===== config.mk =====
export PLATFORM = sky130hd
export DESIGN_NAME = cic_interp
export DESIGN_NICKNAME = d
export VERILOG_FILES = /design/src/rtl/cic_interp.sv
export SDC_FILE = /design/constraint.sdc
export NUM_CORES = 1
export LEC_CHECK = 0
export BUFFER_PORTS_ARGS = -buffer_cell sky130_fd_sc_hd__buf_2
export CAP_MARGIN = 20
export CORE_ASPECT_RATIO = 0.9
export CORE_UTILIZATION = 40
export CTS_CLUSTER_DIAMETER = 40
export CTS_CLUSTER_SIZE = 12
export DETAILED_ROUTE_END_ITERATION = 8
export PLACE_DENSITY = 0.68
export SLEW_MARGIN = 30
export SYNTH_ARGS = -nofsm -noshare
export SYNTH_HDL_FRONTEND = slang
export SYNTH_SLANG_ARGS = --single-unit

===== constraint.sdc =====
create_clock -name clk -period 7.4 [get_ports clk]
set_clock_uncertainty 0.1 [all_clocks]
set_input_delay 0.37 -clock clk [delete_from_list [all_inputs] [get_ports clk]]
set_output_delay 0.37 -clock clk [all_outputs]
set_load 0.1 [all_outputs]

===== src/rtl/cic_interp.sv =====
// N-stage CIC interpolator: input-rate comb chain, zero-stuff by R,
// output-rate integrator chain. Build option: CIC_INTERP_NORM_EN.
// Ports: clk, rst (async, active-low), clk_en (output-rate tick),
//   in_data/in_valid/in_ready (sample handshake, accepted on phase 0),
//   out_data/out_valid (integrator output, pulse after each tick),
//   underrun/underrun_clr (sticky missed-sample flag and its clear).
module cic_interp #(
  parameter int WIDTH  = 16,
  parameter int R      = 100,
  parameter int M      = 1,
  parameter int N      = 3,
  parameter int GROWTH = N * $clog2(R * M),
  parameter int OUT_W  = WIDTH + GROWTH
) (
  input  logic             clk,
  input  logic             rst,
  input  logic             clk_en,
  input  logic [WIDTH-1:0] in_data,
  input  logic             in_valid,
  output logic             in_ready,
`ifdef CIC_INTERP_NORM_EN
  output logic [WIDTH-1:0] out_data,
`else
  output logic [OUT_W-1:0] out_data,
`endif
  output logic             out_valid,
  output logic             underrun,
  input  logic             underrun_clr
);

  localparam int PW = $clog2(R);

  logic [PW-1:0] phase;
  logic          slot;
  logic          take;

  logic [WIDTH-1:0] hold;
  logic [WIDTH-1:0] xs;

  logic signed [OUT_W-1:0] cin   [N+1];
  logic signed [OUT_W-1:0] dly   [N][M];
  logic signed [OUT_W-1:0] u;
  logic signed [OUT_W-1:0] integ [N];
  logic signed [OUT_W-1:0] nxt   [N];

  assign slot     = clk_en && (phase == '0);
  assign take     = slot && in_valid;
  assign in_ready = slot && rst;

  always_ff @(posedge clk or negedge rst) begin
    if (!rst) begin
      phase <= '0;
    end else if (clk_en) begin
      if (phase == PW'(R - 1)) phase <= '0;
      else                     phase <= phase + 1'b1;
    end
  end

  always_ff @(posedge clk or negedge rst) begin
    if (!rst) begin
      hold <= '0;
    end else if (take) begin
      hold <= in_data;
    end
  end

  // A missed slot repeats the last accepted sample.
  assign xs = in_valid ? in_data : hold;

  always_comb begin
    cin[0] = {{GROWTH{xs[WIDTH-1]}}, xs};
    for (int i = 0; i < N; i++) begin
      cin[i+1] = cin[i] - dly[i][M-1];
    end
  end

  always_ff @(posedge clk or negedge rst) begin
    if (!rst) begin
      for (int i = 0; i < N; i++) begin
        for (int k = 0; k < M; k++) begin
          dly[i][k] <= '0;
        end
      end
    end else if (slot) begin
      for (int i = 0; i < N; i++) begin
        dly[i][0] <= cin[i];
        for (int k = 1; k < M; k++) begin
          dly[i][k] <= dly[i][k-1];
        end
      end
    end
  end

  assign u = slot ? cin[N] : '0;

  always_comb begin
    nxt[0] = integ[0] + u;
    for (int i = 1; i < N; i++) begin
      nxt[i] = integ[i] + integ[i-1];
    end
  end

  always_ff @(posedge clk or negedge rst) begin
    if (!rst) begin
      for (int i = 0; i < N; i++) begin
        integ[i] <= '0;
      end
    end else if (clk_en) begin
      for (int i = 0; i < N; i++) begin
        integ[i] <= nxt[i];
      end
    end
  end

  always_ff @(posedge clk or negedge rst) begin
    if (!rst) begin
      out_valid <= 1'b0;
    end else begin
      out_valid <= clk_en;
    end
  end

  // Set beats clear when both land on the same cycle.
  always_ff @(posedge clk or negedge rst) begin
    if (!rst) begin
      underrun <= 1'b0;
    end else if (slot && !in_valid) begin
      underrun <= 1'b1;
    end else if (underrun_clr) begin
      underrun <= 1'b0;
    end
  end

`ifdef CIC_INTERP_NORM_EN
  localparam logic signed [OUT_W:0] HALF =
    (OUT_W+1)'(1) <<< (GROWTH - 1);
  localparam logic signed [OUT_W:0] MAXV =
    (OUT_W+1)'((1 << (WIDTH - 1)) - 1);
  localparam logic signed [OUT_W:0] MINV = ~MAXV;

  logic signed [OUT_W:0] rnd;
  logic signed [OUT_W:0] shf;
  logic [WIDTH-1:0]      sat;
  logic [WIDTH-1:0]      out_q;

  // One extra bit so the rounding offset cannot overflow.
  always_comb begin
    rnd = {nxt[N-1][OUT_W-1], nxt[N-1]} + HALF;
    shf = rnd >>> GROWTH;
    sat = shf[WIDTH-1:0];
    if (shf > MAXV) begin
      sat = MAXV[WIDTH-1:0];
    end else if (shf < MINV) begin
      sat = MINV[WIDTH-1:0];
    end
  end

  always_ff @(posedge clk or negedge rst) begin
    if (!rst) begin
      out_q <= '0;
    end else if (clk_en) begin
      out_q <= sat;
    end
  end

  assign out_data = out_q;
`else
  assign out_data = integ[N-1];
`endif

endmodule


# [Yosys cells after proc, flatten, opt, wreduce, memory -nomap -nowiden]
# Cells that the tools add are included.
[totals] reg_bits=206 output_inout_bits=40 word_cells=30 input_bits=21
[classes] eq_ne=1 mux=5 reduce_logical=7 add_sub_neg=7
[ops] operator="$add 37x37->37" count=3
[ops] operator="$mux 37" count=1
[ops] operator="$sub 37x37->37" count=1
[ops] operator="$sub 17x17->18" count=1
[ops] operator="$sub 16x16->17" count=1
[ops] operator="$mux 16" count=1
[ops] operator="$add 7x1->7 const B" count=1
[ops] operator="$eq 7x7->1 const B" count=1
[ops] operator="$logic_not 7->1" count=1
[ops] operator="$mux 7" count=1
[ops] operator="$logic_and 1x1->1" count=4
[ops] operator="$mux 1" count=2
[ops] operator="$reduce_bool 2->1" count=1
[ops] operator="$logic_not 1->1" count=1

# [Longest topological paths before layout]
# Gate-level depths: netlist (run 1).
[depth] word_depth=6 depth_mapped=41 depth_no_buf=37

# [Worst setup path before layout (run 1)]
# Ideal clock, no wire load.
[synth_path] path_type="input-to-reg" from="in in_valid" to="reg integ[107] (netlist name)" setup_ns=0.125 t_arrival_ns=8.041 path_buffers=4 required_time_ns=7.175 slack_ns=-0.866 stages=38 path_cell_list="clkbuf_1 clkbuf_1 mux2i_1 ha_1 inv_1 fa_1 a21o_1 a21oi_1 o21bai_1 a21oi_1 o21ai_0 xor2_1 ha_1 a21o_1 a21o_1 a21o_1 a21oi_1 o21ai_0 [... 2 more ...] xor2_1 ha_1 inv_1 or3_1 o31ai_1 nand2b_1 buf_2 a21oi_1 ha_1 clkbuf_1 and3_1 a221o_1 a211oi_1 o31a_1 o2111ai_1 a21oi_1 xnor2_1 mux2_2"
[synth_lines] item="from (decl)" line="19" rtl="input logic in_valid,"
[synth_lines] item="to (signal, indexed assignment)" line="110" rtl="integ[i] <= nxt[i];"
[synth_lines] item="to (decl)" line="43" rtl="logic signed [OUT_W-1:0] integ [N];"

==> results.sh, run 1 <==
export IMPL_status="finished clean"
export IMPL_max_slew_violation_count=0
export IMPL_min_delay_path_class="in -> reg"
export IMPL_yosys_most_used_dff="dfrtp_1"
export IMPL_quantity_of_i_o_buffers_inserted_on_ports=60
export IMPL_dr_total_vias=13000
export IMPL_worstPathMaxFanout=6
export IMPL_design_area_um2=18100
export IMPL_grt_remaining_overflow=0
export IMPL_clock_tree_buffer_depth=2
export IMPL_route_antenna_remaining_nets=0
export IMPL_maxCapViolations=0
export IMPL_postSynthCellCount=1772
export IMPL_syn_area_um2=16000
export IMPL_cts_tree="done"
export IMPL_finalWorstPathRequiredPeriod_ns=7.33
export IMPL_synth_sequential_area_ratio=0.293
export IMPL_cp_num_buf_inv=2
export IMPL_dr_first_iter_drc_count=724
export IMPL_timing_final_setup_violations=0
export IMPL_nNetsFinal=2036
export IMPL_synth_avg_cell_area_um2=9.00
export IMPL_cp_start_kind="flip-flop"
export IMPL_synth_top_cells_by_area="dfrtp_1 (29%), ha_1 (13%), mux2_2 (9.9%), xnor2_1 (4.7%), a21oi_1 (4.5%)"
export IMPL_number_of_different_library_cells_in_the_post_synthesis_netlist=78
export IMPL_die_h_um=191
export IMPL_yosysTopAreaCellShare=0.293
export IMPL_postSynthRegisterBits=187
export IMPL_std_cell_rows=69
export IMPL_worst_setup_path_type="reg -> reg"
export IMPL_cts_root_buffer="clkbuf_16"
export IMPL_net_count_synth=1960
export IMPL_area_growth_pct=13.2
export IMPL_crit_path_max_incr_delay_ns=0.39
export IMPL_cp_arrival_ns=7.57
export IMPL_crit_required_ns=7.64
export IMPL_pin_count_of_the_biggest_net_entering_global_routing=75
export IMPL_placed_area_um2=17100
export IMPL_io_pin_count=61
export IMPL_cts_inserted_buffers=17
export IMPL_max_freq_mhz=136
export IMPL_grt_first_pass_wirelength_um=60700
export IMPL_detailedPlace_worstSlack_ns=-0.239
export IMPL_synth_area_leader_cell="dfrtp_1"
export IMPL_route_detailed_vias_per_inst=5.44
export IMPL_detail_route_wirelength_um=36500
export IMPL_timing_critical_path_slowest_stage_cell="dfrtp_1"
export IMPL_gpl_final_weighted_congestion=0.891
export IMPL_critPathCaptureType="flip-flop"
export IMPL_slew_headroom=0.404
export IMPL_initial_utilization=0.405
export IMPL_post_route_cells_drive_above_1_share=0.225
export IMPL_gr_usage_all_layers=0.183
export IMPL_post_dp_hpwl_um=27900
export IMPL_synth_warning_count=0
export IMPL_wire_per_inst_um=15.2
export IMPL_floorplan_die_width_um=213
export IMPL_rsz0062_at_grt="yes"
export IMPL_drcViolationCount=0
export IMPL_period_share=0.991
export IMPL_edff_count_synth=0
export IMPL_async_reset_ff_frac=1.00
export IMPL_via_count_of_the_first_global_routing_pass=12500
export IMPL_insertion_delay_ns=0.47
export IMPL_antenna_found_initial=0
export IMPL_clkSlewWorstSetupHoldPaths_ns=0.08
export IMPL_report_final_hold_viol_count=0
export IMPL_setup_reg_to_reg_worst_slack_ns=0.07
export IMPL_htree_num_levels=4
export IMPL_core_area_um2=39400
export IMPL_worstMarginPinSlew_ns=0.894
export IMPL_critPathTopFamily="compound AO/OA/AOI/OAI gates"
export IMPL_die_area_um2=40700
export IMPL_cts_sinks=187
export IMPL_pnr_worst_setup_slack_ns=0.0694
export IMPL_first_pass_iters=7
[per-layer routing]
metal | global-route usage | vias to the layer above | wire length (um) | part of all wire
met5 | 0 | - | 0 | 0
met2 | 0.300 | 143 | 17200 | 0.47
li1 | - | 6570 | - | -
met1 | 0.251 | 6287 | 17800 | 0.49
met3 | 0.0238 | 33 | 909 | 0.025
met4 | 0.0517 | 0 | 522 | 0.014
[layout make-up]
| type | count | area, um2 |
|---|---|---|
| fillers | 3863 | 21300 |
| multi-input cells | 1379 | 10700 |
| flip-flops and latches | 187 | 4680 |
| repair buffers | 164 | 1110 |
| well taps | 532 | 666 |
| clock buffers | 19 | 443 |
| inverters | 99 | 372 |
| clock inverters | 13 | 124 |
| diodes | 1 | 2.50 |
[flip-flops by register name, indices dropped and copies added (netlist names)]
| signal | cells |
|---|---|
| integ | 74 |
| dly | 51 |
| out_data | 37 |
| hold | 16 |
| phase | 7 |
| out_valid | 1 |
| underrun | 1 |
[placed cells by master, fill, tap and decap left out, types with 12 or more instances in the layout]
master / synthesis / routed
nand4_1: 26 / 26
nor2_1: 101 / 101
o31ai_1: 14 / 12
buf_2: 2 / 58
mux2_2: 140 / 139
a31oi_1: 16 / 14
ha_1: 161 / 151
buf_4: 37 / 99
a211oi_1: 24 / 18
inv_1: 97 / 96
clkbuf_16: 0 / 17
and2_1: 13 / 13
o21a_1: 24 / 24
dfrtp_1: 187 / 187
xor2_1: 42 / 41
nor2b_1: 21 / 20
nand3_1: 23 / 22
xnor2_1: 85 / 85
a21oi_2: 1 / 12
o21ai_0: 103 / 93
a21oi_1: 142 / 130
a21o_1: 82 / 82
o21bai_1: 15 / 15
nor3_1: 33 / 27
nand2_1: 128 / 128
nand2b_1: 14 / 13
[stage by stage]
step	hold slack, ns	TNS (ns)	cells	utilization
final	0.0389	0	2394	0.459
after detailed placement	0.195	-0.726	2342	0.434
after global routing	0.0345	-1.40	2393	0.459
after CTS	0.0193	0	2377	0.449
after global placement	0.180	0	2342	0.434
after floorplan	-0.0256	0	1772	-
[worst paths after layout]
kind	endpoint	start	cells past startpoint
hold / removal	hold[8]	in_data[8]	2
max in group asynchronous	integ[98]	rst	4
setup reg to reg	integ[107]	hold[0]	36
hold reg to reg	out_data[36]	out_data[36]	1
setup / recovery	integ[107]	hold[0]	36
min in group asynchronous	out_data[32]	rst	2
[cell usage after synthesis, types with 12 or more instances]
cell and instances:
xor2_1 42, a21oi_1 142, nand3_1 23, a21o_1 82
a211oi_1 24, nor3_1 33, nand2b_1 14, clkbuf_1 60
buf_4 37, o21bai_1 15, o21a_1 24, ha_1 161
xnor2_1 85, nand2_1 128, or3_1 12, dfrtp_1 187
nand4_1 26, o31ai_1 14, o21ai_0 103, nor2_1 101
and2_1 13, mux2_2 140, a31oi_1 16, inv_1 97
nor2b_1 21
[what timing repair did]
item,CTS,global route
hold endpoints to repair,29,0
hold buffers,3,0
cloned,0,0
buffers inserted,0,16
endpoints found under the setup margin,1,20
gates resized for setup,2,65
pin swaps,0,34
[logic make-up after synthesis]
family	after synthesis	synth area share
AOI/OAI and AO/OA	520	0.216
and+or+nand+nor	421	0.128
buffers and inverters	206	0.0578
DFF	187	0.293
adders and majority gates	167	0.134
muxes	144	0.101
xor gates and xnor gates	127	0.0697
Power of run 1 is not shown: default switching activity piles up to over one toggle a cycle in this logic, so the estimate is an artifact.
==> inputs of run 2 (changes only) <==
--- a/config.mk
+++ b/config.mk
@@ -14,2 +14,3 @@
 export DETAILED_ROUTE_END_ITERATION = 8
+export GPL_ROUTABILITY_DRIVEN = 1
 export PLACE_DENSITY = 0.68
--- a/constraint.sdc
+++ b/constraint.sdc
@@ -4,2 +4,2 @@
 set_output_delay 0.37 -clock clk [all_outputs]
-set_load 0.1 [all_outputs]
+set_load 0.05 [all_outputs]
==> results.sh, run 2 (synthesized netlist as in run 1, its figures left out) <==
export IMPL_antenna_found_initial=0
export IMPL_pin_count_of_the_biggest_net_entering_global_routing=75
export IMPL_gpl_final_weighted_congestion=0.893
export IMPL_dr_first_iter_drc_count=710
export IMPL_initial_utilization=0.405
export IMPL_floorplan_die_width_um=213
export IMPL_holdCritStartpoint="in_data[13]"
export IMPL_slew_headroom=0.414
export IMPL_cts_sinks=187
export IMPL_worstSetupStartpoint="hold[0]"
export IMPL_clock_tree_buffer_depth=2
export IMPL_route_antenna_remaining_nets=0
export IMPL_wire_per_inst_um=15.3
export IMPL_cts_tree="done"
export IMPL_final_common_cell="dfrtp_1"
export IMPL_nNetsFinal=2035
export IMPL_max_flop_register="integ"
export IMPL_via_count_of_the_first_global_routing_pass=12400
export IMPL_cts_inserted_buffers=17
export IMPL_area_growth_pct=12.8
export IMPL_post_dp_hpwl_um=27800
export IMPL_whs_endpoint="hold[13]"
export IMPL_post_route_cells_drive_above_1_share=0.220
export IMPL_critPathCaptureType="flip-flop"
export IMPL_setup_reg_to_reg_worst_slack_ns=-0.07
export IMPL_route_detailed_vias_per_inst=5.41
export IMPL_ff2ff_path_depth=36
export IMPL_status="finished, violations left"
export IMPL_report_final_hold_viol_count=0
export IMPL_drcViolationCount=0
export IMPL_critPathTopFamily="compound AO/OA/AOI/OAI gates"
export IMPL_io_pin_count=61
export IMPL_cp_arrival_ns=7.72
export IMPL_critical_path_reg2reg_startpoint="hold[0]"
export IMPL_worstPathMaxFanout=6
export IMPL_max_slew_violation_count=0
export IMPL_grt_remaining_overflow=0
export IMPL_worst_setup_path_type="reg -> reg"
export IMPL_detailedPlace_worstSlack_ns=-0.260
export IMPL_cp_num_buf_inv=2
export IMPL_dr_total_vias=12900
export IMPL_mostFrequentLayoutCells="dfrtp_1 (187), ha_1 (155), mux2_2 (139)"
export IMPL_r2r_end="integ[107]"
export IMPL_insertion_delay_ns=0.48
export IMPL_crit_path_max_incr_delay_ns=0.40
export IMPL_cp_num_cells=36
export IMPL_worstMarginPinSlew_ns=0.879
export IMPL_placed_area_um2=17100
export IMPL_first_pass_iters=5
export IMPL_std_cell_rows=69
export IMPL_finalWorstPathRequiredPeriod_ns=7.47
export IMPL_htree_num_levels=4
export IMPL_min_delay_path_class="in -> reg"
export IMPL_die_area_um2=40700
export IMPL_crit_required_ns=7.65
export IMPL_cp_start_kind="flip-flop"
export IMPL_timing_final_setup_violations=1
export IMPL_n_antenna_cell=0
export IMPL_quantity_of_i_o_buffers_inserted_on_ports=60
export IMPL_critical_path_top_cell_by_count="a21o_1"
export IMPL_design_area_um2=18000
export IMPL_core_area_um2=39400
export IMPL_grt_first_pass_wirelength_um=60000
export IMPL_die_h_um=191
export IMPL_holdPathStages=2
export IMPL_gr_usage_all_layers=0.182
export IMPL_largest_register_ff_count=74
export IMPL_detail_route_wirelength_um=36500
export IMPL_period_share=1.01
export IMPL_max_freq_mhz=134
export IMPL_violations_in_the_final_reports="setup timing"
export IMPL_timing_critical_path_slowest_stage_cell="dfrtp_1"
export IMPL_rsz0062_at_grt="yes"
export IMPL_cts_root_buffer="clkbuf_16"
export IMPL_maxCapViolations=0
export IMPL_pnr_worst_setup_slack_ns=-0.0696
export IMPL_clkSlewWorstSetupHoldPaths_ns=0.08
run 2: cell types whose count changed in the layout (fill, tap and decap cells not counted), sizes merged:
cell / previous run / this run
buf: 160 / 159
clkinv: 7 / 1
diode: 1 / 0
inv: 105 / 107
clkbuf: 20 / 21
clkinvlp: 0 / 1
run 2: cell type report:
cell class              instances  area, um2
clock buffers                  20        447
repair buffers                163       1100
multi-input cells            1379      10600
well taps                     532        666
flip-flops and latches        187       4680
fillers                      3808      21400
clock inverters                10       93.8
inverters                      99        372
run 2: worst max path at each step:
stage                      end  slack [ns]
global route        integ[107]       -0.38
detailed placement  integ[106]       -0.26
CTS                 integ[106]        0.03
floorplan           integ[107]       0.002
finish              integ[107]       -0.07
global placement    integ[106]        0.04
run 2: metal layers:
| layer | GRT usage | share of wire |
|---|---|---|
| met1 | 0.249 | 0.49 |
| met2 | 0.296 | 0.47 |
| met3 | 0.0286 | 0.030 |
| met4 | 0.0487 | 0.014 |
| met5 | 0 | 0 |
run 2: metrics by stage:
step,hold slack (ns),utilization,std cells,TNS [ns]
after floorplan,-0.0256,-,1772,0
after global placement,0.328,0.434,2342,0
after global routing,0.0282,0.457,2390,-2.32
after detailed placement,0.345,0.434,2342,-0.974
final,0.0398,0.457,2390,-0.0696
after CTS,0.0200,0.449,2375,0
run 2: repair_timing:
action                                 CTS  global route
pin swaps                                0            24
buffers inserted                         0            15
resized for setup                        2            55
hold buffers                             3             0
setup endpoints to repair                1            19
endpoints found under the hold margin   70             0
run 2: worst register-to-register path: cells and delay by family, from the launching register on:
family                   cells  cell delay, ns
AND/OR/NAND/NOR              5            0.70
flip-flops                   1            0.40
adder cells (fa/ha/maj)      5            1.52
multiplexers                 2            0.45
buffers and inverters        2            0.17
AO/OA/AOI/OAI               20            3.78
XOR/XNOR                     2            0.25
Power of run 2 is left out for the same reason.
